$ cat src/rtl/pipe_hazard_unit.sv
// Hazard/forwarding controller for the IF/DE/MW pipeline: shadows the MW
// instruction, forwards MW write-back into DE operands, stalls and flushes.

module pipe_hazard_unit_lane #(
  parameter int XLEN = 32,
  parameter int AW   = 5
) (
  input  logic            valid,
  input  logic            use_rs,
  input  logic [AW-1:0]   rs,
  input  logic            mw_hit,
  input  logic [AW-1:0]   mw_rd,
  input  logic            wb_valid,
  input  logic [XLEN-1:0] wb_data,
  input  logic [XLEN-1:0] rf_data,
  output logic            hit,
  output logic            fwd,
  output logic [XLEN-1:0] data
);
  assign hit  = valid & use_rs & mw_hit & (mw_rd == rs);
  assign fwd  = hit & wb_valid;
  assign data = fwd ? wb_data : rf_data;
endmodule

module pipe_hazard_unit #(
  parameter int XLEN      = 32,
  parameter int NREG      = 32,
  parameter int BR_FLUSH  = 1,
  parameter int MAX_STALL = 255
) (
  input  logic                    clk_i,
  input  logic                    rst_i,
  input  logic                    de_valid_i,
  input  logic [$clog2(NREG)-1:0] de_rs1_i,
  input  logic [$clog2(NREG)-1:0] de_rs2_i,
  input  logic                    de_use_rs1_i,
  input  logic                    de_use_rs2_i,
  input  logic [$clog2(NREG)-1:0] de_rd_i,
  input  logic                    de_we_i,
  input  logic                    de_br_taken_i,
  input  logic [XLEN-1:0]         rs1_rf_i,
  input  logic [XLEN-1:0]         rs2_rf_i,
  input  logic [XLEN-1:0]         mw_wb_data_i,
  input  logic                    mw_wb_valid_i,
  output logic [XLEN-1:0]         rs1_o,
  output logic [XLEN-1:0]         rs2_o,
  output logic                    fwd1_o,
  output logic                    fwd2_o,
  output logic                    stall_o,
  output logic                    flush_o,
  output logic                    err_o,
  output logic [1:0]              state_o
);
  localparam int AW = $clog2(NREG);
  localparam int SW = $clog2(MAX_STALL + 1);
  localparam int FW = (BR_FLUSH > 1) ? $clog2(BR_FLUSH) : 1;
  localparam logic [SW-1:0] SMAX  = SW'(MAX_STALL);
  localparam logic [FW-1:0] FLOAD = FW'(BR_FLUSH - 1);

  typedef enum logic [1:0] {RUN = 2'b00, STALL = 2'b01, FLUSH = 2'b10} state_t;

  state_t        state, state_n;
  logic [SW-1:0] scnt, scnt_n;
  logic [FW-1:0] fcnt, fcnt_n;
  logic          err_n;

  logic          mw_v, mw_we;
  logic [AW-1:0] mw_rd;
  logic          mw_hit, hz, trig;

  logic [1:0][AW-1:0]   rs;
  logic [1:0]           use_rs, hit, fwd;
  logic [1:0][XLEN-1:0] rf, opnd;

  assign rs     = {de_rs2_i, de_rs1_i};
  assign use_rs = {de_use_rs2_i, de_use_rs1_i};
  assign rf     = {rs2_rf_i, rs1_rf_i};
  // x0 writes never count as producers, so x0 is never forwarded or stalled on
  assign mw_hit = mw_v & mw_we & (mw_rd != '0);

  for (genvar i = 0; i < 2; i++) begin : g_src
    pipe_hazard_unit_lane #(.XLEN(XLEN), .AW(AW)) u_lane (
      .valid   (de_valid_i),
      .use_rs  (use_rs[i]),
      .rs      (rs[i]),
      .mw_hit  (mw_hit),
      .mw_rd   (mw_rd),
      .wb_valid(mw_wb_valid_i),
      .wb_data (mw_wb_data_i),
      .rf_data (rf[i]),
      .hit     (hit[i]),
      .fwd     (fwd[i]),
      .data    (opnd[i])
    );
  end

  assign rs1_o   = opnd[0];
  assign rs2_o   = opnd[1];
  assign fwd1_o  = fwd[0];
  assign fwd2_o  = fwd[1];
  assign hz      = (|hit) & ~mw_wb_valid_i;
  // a branch resolved on stale operands is ignored until the stall clears
  assign trig    = de_br_taken_i & de_valid_i & ~hz;
  assign stall_o = hz;
  assign flush_o = trig | (state == FLUSH);
  assign state_o = state;

  always_comb begin
    state_n = state;
    scnt_n  = scnt;
    fcnt_n  = fcnt;
    if (hz) begin
      state_n = STALL;
      fcnt_n  = '0;
      scnt_n  = (scnt == SMAX) ? scnt : scnt + 1'b1;
    end else begin
      scnt_n = '0;
      if (trig) begin
        if (BR_FLUSH > 1) begin
          state_n = FLUSH;
          fcnt_n  = FLOAD;
        end else begin
          state_n = RUN;
          fcnt_n  = '0;
        end
      end else if (state == FLUSH) begin
        if (fcnt <= FW'(1)) begin
          state_n = RUN;
          fcnt_n  = '0;
        end else begin
          fcnt_n = fcnt - 1'b1;
        end
      end else begin
        state_n = RUN;
      end
    end
    err_n = err_o | (scnt_n == SMAX);
  end

  always_ff @(posedge clk_i or posedge rst_i) begin
    if (rst_i) begin
      state <= RUN;
      scnt  <= '0;
      fcnt  <= '0;
      err_o <= 1'b0;
    end else begin
      state <= state_n;
      scnt  <= scnt_n;
      fcnt  <= fcnt_n;
      err_o <= err_n;
    end
  end

  // shadow of the instruction now in MW; frozen with the rest of the pipe
  always_ff @(posedge clk_i or posedge rst_i) begin
    if (rst_i) begin
      mw_v  <= 1'b0;
      mw_we <= 1'b0;
      mw_rd <= '0;
    end else if (!hz) begin
      mw_v  <= de_valid_i;
      mw_we <= de_we_i;
      mw_rd <= de_rd_i;
    end
  end
endmodule

$ cat config.mk
export PLATFORM = sky130hd
export DESIGN_NAME = pipe_hazard_unit
export DESIGN_NICKNAME = d
export VERILOG_FILES = /design/src/rtl/pipe_hazard_unit.sv
export SDC_FILE = /design/constraint.sdc
export NUM_CORES = 1
export LEC_CHECK = 0
export CAP_MARGIN = 25
export CORE_MARGIN = 5
export CORE_UTILIZATION = 29
export CTS_CLUSTER_DIAMETER = 150
export DETAILED_ROUTE_END_ITERATION = 12
export GPL_ROUTABILITY_DRIVEN = 0
export PLACE_DENSITY = 0.82
export SETUP_SLACK_MARGIN = 0.5
export SLEW_MARGIN = 0
export SYNTH_ARGS = -nofsm -noshare
export SYNTH_HDL_FRONTEND = slang
export SYNTH_SLANG_ARGS = --single-unit
$ cat constraint.sdc
create_clock -name clk_i -period 3.4 [get_ports clk_i]
set_input_delay 0.68 -clock clk_i [delete_from_list [all_inputs] [get_ports clk_i]]
set_output_delay 0.68 -clock clk_i [all_outputs]
set_load 0.01 [all_outputs]
==> metrics.txt, run 1 <==
CTS tree=done; Vias=2494; Pre-antenna DRT Iters=4; worst-skew pair later-pin latency=250 ps; row count=28; critical path class=in -> out; clock power share=20.9%; post-synthesis cell type count=40; power share of the sequential group=28.9%; Comb power frac=50.2%; DRT met1 WL=4080 µm; hold slack=517 ps; yosys warns=0; die extent in y=89.0 µm; die width=89.0 µm; remaining antenna violation count after routing=0; CP Max Fanout=7; final setup violation count=0; DP HPWL=7510 µm; startpoint class of the critical path=input pin; power density cells=153 nW/µm²; Worst EP arrival=2540 ps; cell taking the most area after synthesis=mux2_2; syn nets=292; RSZ-0062 raised after global routing=true; Post-Syn Area=1810 µm²; GRT Resource Usage Total=24.5%; worst-case clock buffer depth=2; share of layout cells above drive strength 1=51.6%; number of synthesized flops with an enable pin=0; CTS root buf=clkbuf_8; clk sinks=17; hold violation count in the final report=0; commonest cells after routing, fill and taps aside=108 x clkdlybuf4s50_1, 98 x buf_6, 61 x mux2_4; Area Growth Syn to Fin=166%; Power Internal=543 µW; CP endpoint kind=output port; post-synthesis sequential area ratio=23.5%; H-tree levels=1; Net Switching=195 µW; 1st-iter DRT viols=59; leading cell type in the layout, fill and taps excluded=clkdlybuf4s50_1; slew of the pin with the lowest slew margin=654 ps; min Tclk post-route=3220 ps; Sw Ratio=26.4%; status=completed; syn_area_per_cell=10.5 µm²; ys flop type=dfrtp_1; Worst-path clk slew=70 ps; WL/cell=24.5 µm; #FFs+latches synth=17; fmax=311 MHz; Pins Over Slew Limit=0; Post-route DRC=0; vias in the first global route=2542; die area=7920 µm²; fin crit share=94.6%; min-delay worst type=reg -> reg; DR WL met2=6230 µm; leakage=2.14 nW; final WL=11900 µm; Synth async-reset ratio=100%; share of the synthesized area in the top cell type=38.6%; peak supply drop=0.205 mV; total negative slack=0 ps; Rel. slew slack=56.3%; first-pass GRT wire length=14500 µm; initial antenna violation count=0; effective utilization at floorplan=30.2%; CTS buffer count=3; Mapped Cells=172; CP required=2720 ps; Setup Skew=2.21 ps; Max Used Layer=met4; Core Footprint=5990 µm²; Port Buffers=188; largest net degree at the start of global routing=18; main area contributors after synthesis=mux2_2 39%, dfrtp_1 23%, buf_6 4.4%, mux2_1 4.4%, xor2_1 4.4%; fin util=80.5%; hold buffers post-CTS=0; vias per cell=5.14; number of I/O pins=190; max cap viols=0; met3 routed WL=1140 µm; final global-route overflow total=0; nets=530
metal layers:
| layer | track usage, % | vias up |
|---|---|---|
| met1 | 26.6 | 1193 |
| met2 | 44.7 | 148 |
| met4 | 8.80 | 0 |
| li1 | - | 1116 |
| met3 | 7.47 | 37 |
| met5 | 0 | - |
synth_stat cells, types with 2 or more instances:
cell type,instances
nor2_1,5
o21ai_0,2
nor4_1,2
a21oi_1,7
nor3_1,3
nand4_1,5
nand3_1,7
dfrtp_1,17
xnor2_1,4
buf_6,7
mux2_1,7
xor2_1,9
mux2_2,62
nand2_1,5
clkbuf_1,4
nor3_4,2
critical path: stages:
cell and delay (ps):
buf_6 90, xor2_1 130, nor4_1 320, nand3_1 200, nor3_4 190, buf_6 160
buf_12 100, buf_16 110, buf_6 110, mux2_4 310, buf_6 130
cell type report:
| cell class | count | area, µm² |
|---|---|---|
| Antenna cell | 1 | 2.50 |
| Clock buffer | 4 | 45.0 |
| Fill cell | 333 | 1170 |
| Inverter | 2 | 7.51 |
| Multi-Input combinational cell | 141 | 1510 |
| Sequential cell | 17 | 425 |
| Tap cell | 75 | 93.8 |
| Timing Repair Buffer | 245 | 2730 |
cells by family after synthesis:
family / count (synthesis) / share of synthesized area [%]
XOR/XNOR: 13 / 6.29
AO/OA/AOI/OAI: 17 / 6.50
buffers and inverters: 14 / 6.01
multiplexers: 70 / 43.5
adder cells (fa/ha/maj): 1 / 0.691
flip-flops: 17 / 23.5
AND/OR/NAND/NOR: 39 / 13.3
other: 1 / 0.207
final timing paths:
kind / from / endpoint / slack (ps) / cells past startpoint
max: de_rs2_i[2] / rs2_o[6] / 180 / 11
min: err_o$_DFF_PP0_ / err_o$_DFF_PP0_ / 520 / 1
max reg2reg: mw_rd[2]$_DFFE_PP0N_ / mw_rd[2]$_DFFE_PP0N_ / 1140 / 9
min reg2reg: err_o$_DFF_PP0_ / err_o$_DFF_PP0_ / 520 / 1
max in group asynchronous: rst_i / mw_v$_DFFE_PP0N_ / 2150 / 2
min in group asynchronous: rst_i / mw_rd[2]$_DFFE_PP0N_ / 830 / 2
stage by stage:
step	worst slack, ps	power (mW)	cells	area (µm²)
detailed placement	-467	0.532	430	3760
global route	105	0.761	484	4820
floorplan	554	0.296	172	1810
global placement	-441	0.528	430	3760
finish	184	0.738	485	4820
CTS	213	0.693	472	4370
power groups by stage:
stage               Sequential [mW]  Combinational (mW)  Clock, mW
floorplan                     0.214              0.0818          0
detailed placement            0.216               0.316          0
CTS                           0.213               0.327      0.154
global route                  0.213               0.385      0.163
global placement              0.216               0.313          0
finish                        0.213               0.371      0.154
registers in the layout, indices dropped and copies added (netlist names):
signal and cells:
state_o 1, mw_rd 5, mw_v 1, scnt 8
err_o 1, mw_we 1
timing repair:
action,in CTS,in global routing
buffers inserted,30,12
gates resized for setup,377,109
setup endpoints to repair,68,68
pin swaps,8,3
cloned,8,0
Power figures use the tool's default switching activity.
==> run 2: changes to the inputs <==
CORE_UTILIZATION = 27   (was 29)
CTS_BUF_LIST = sky130_fd_sc_hd__clkbuf_8   (was unset)
PLACE_DENSITY = 0.8   (was 0.82)
clock period = 2.7 ns   (was 3.4 ns; I/O delays follow)
==> run 2 against run 1 <==
Against the previous run:
- final area is 4.9% lower
- routed wire length is 18% lower
- critical path depth is 1 lower
- die area is 6.6% higher
- flip-flop and latch count stayed put
- the flow now finishes with violations (setup timing)
- via count is 10% lower
- non-clock buffer count is 21 lower
- final cell count is 4.1% lower
==> metrics.txt, run 2 (synthesized netlist as in run 1, its figures left out) <==
status=finished, violations left; failing checks=setup timing; Port Buffers=188 (unchanged); Core Footprint=6420 µm² (+7.2%); Area Growth Syn to Fin=153%; max FFs per register=8 (unchanged); die area=8440 µm² (+6.6%); peak supply drop=0.249 mV (+21%); largest reg by FF count=scnt; Pins Over Slew Limit=0 (unchanged); CTS root buf=clkbuf_8; hold violation count in the final report=0 (unchanged); fmax=332 MHz; H-tree levels=1 (unchanged); GRT Resource Usage Total=21.1% (-3.4 points); worst-case clock buffer depth=2 (unchanged); CP bufs+invs=5 (-1); CP required=2160 ps (-560 ps); power density cells=197 nW/µm² (+29%); commonest cells after routing, fill and taps aside=112 x clkdlybuf4s50_1, 74 x buf_6, 66 x mux2_4; effective utilization at floorplan=28.2% (-2.0 points); number of I/O pins=190 (unchanged); row count=29 (+3.6%); die width=91.9 µm (+3.2%); leading cell type in the layout, fill and taps excluded=clkdlybuf4s50_1; crit-path cells=xor2_1, nor4_1, nand3_1, buf_4, nor3_4, buf_6, buf_6, buf_16, mux2_4, buf_6; startpoint class of the critical path=flop; Rel. slew slack=56.5% (+0.17 points); Worst path top cell family by delay=buffers and inverters; DP Worst Slack=-825 ps (-359 ps); Vias=2240 (-10%); delay of the slowest cell on the worst path=430 ps (+110 ps); CP endpoint kind=output port; CP Max Fanout=6 (-1); Worst path slowest cell=dfrtp_1; initial antenna violation count=1 (+1); first-pass GRT wire length=13800 µm (-5.4%); hold buffers post-CTS=0 (unchanged); CTS buffer count=3 (unchanged); worst-skew pair later-pin latency=250 ps (about the same); vias in the first global route=2230 (-12%); hold slack=482 ps (-34.9 ps); fin cells=465 (-4.1%); max cap viols=0 (unchanged); remaining antenna violation count after routing=0 (unchanged); DP HPWL=7420 µm (-1.2%); Hold Path Stages=1 (unchanged); overall power=902 µW (+22%); Pre-antenna DRT Iters=6 (+2); 1st-iter DRT viols=36 (-39%); final global-route overflow total=0 (unchanged); beginning of the critical path=mw_rd[3]$_DFFE_PP0N_; min Tclk post-route=3010 ps; clk sinks=17 (unchanged); Post-route DRC=0 (unchanged); largest net degree at the start of global routing=18 (unchanged); final WL=9710 µm (-18%); CTS tree=done; placed cells=437 (+1.6%); biggest regs=scnt (8), mw_rd (5); slew of the pin with the lowest slew margin=652 ps (-2.54 ps); RSZ-0062 raised after global routing=true; leakage=2.02 nW (-5.8%); vias per cell=4.82 (-6.3%); min-delay worst type=reg -> reg; nets=509 (-4.0%); Critical R2R Launch=mw_rd[3]$_DFFE_PP0N_; die extent in y=91.9 µm (+3.2%); Worst EP arrival=2470 ps (-70 ps); antenna cell count=0 (-1); critical path class=reg -> out; share of layout cells above drive strength 1=47.2% (-4.4 points); WL/cell=20.9 µm (-15%); fin worst setup slack=-310 ps (-494 ps); Worst-path clk slew=60 ps (about the same); Critical Path Stages=10 (-1); cell mode on critical path=buf_6; Setup Skew=3.84 ps (+1.63 ps); hold_sp=err_o$_DFF_PP0_; final setup violation count=65 (+65); fin crit share=111%; Worst Reg2Reg Path Length in Cells=9 (unchanged)
-- run 2: changes by cell type in the layout (fill, tap and decap cells not counted), moves of 4 or more --
cell             before  now
clkdlybuf4s15_1       0    4
mux2_4               61   66
clkdlybuf4s50_1     108  112
buf_6                98   74
mux2_2                8    3
-- run 2: area by class of cell --
type,count,area [µm²]
Clock buffer,3,41.3
Clock inverter,1,3.75
Fill cell,428,1830
Inverter,2,7.51
Multi-Input combinational cell,141,1520
Sequential cell,17,425
Tap cell,77,96.3
Timing Repair Buffer,224,2490
-- run 2: where the power goes --
group	total (mW)	switching [mW]	internal, mW
Clock	0.182	0.0818	0.101
Combinational	0.452	0.133	0.320
Sequential	0.267	0.00689	0.260
-- run 2: stage by stage --
step                      TNS, ps  instance area, µm²  util [%]
final                      -15090                4590      71.4
after global routing       -21510                4590      71.4
after CTS                  -12120                4570      71.2
after detailed placement   -51840                3950      61.4
after global placement     -51100                3950      61.4
after floorplan                 0                1950         -
-- run 2: per-layer routing --
layer	vias to the layer above	part of all wire, %	track usage [%]
li1	1079	-	-
met4	2	2.5	5.20
met1	1034	36	22.3
met3	18	9.9	8.35
met5	-	0.11	0
met2	107	52	39.1
-- run 2: timing repair --
| item | CTS | global route |
|---|---|---|
| setup buffers | 14 | 2 |
| gates resized for setup | 412 | 11 |
| pin swaps | 7 | 5 |
| setup endpoints to repair | 76 | 73 |
| gates cloned | 8 | 0 |
-- run 2: worst paths after layout --
| path | slack, ps | to |
|---|---|---|
| min in group asynchronous | 680 | scnt[3]$_DFF_PP0_ |
| max in group asynchronous | 1600 | scnt[6]$_DFF_PP0_ |
| hold / removal | 480 | err_o$_DFF_PP0_ |
| hold reg to reg | 480 | err_o$_DFF_PP0_ |
| setup / recovery | -310 | rs2_o[20] |
| setup reg to reg | 510 | mw_rd[3]$_DFFE_PP0N_ |
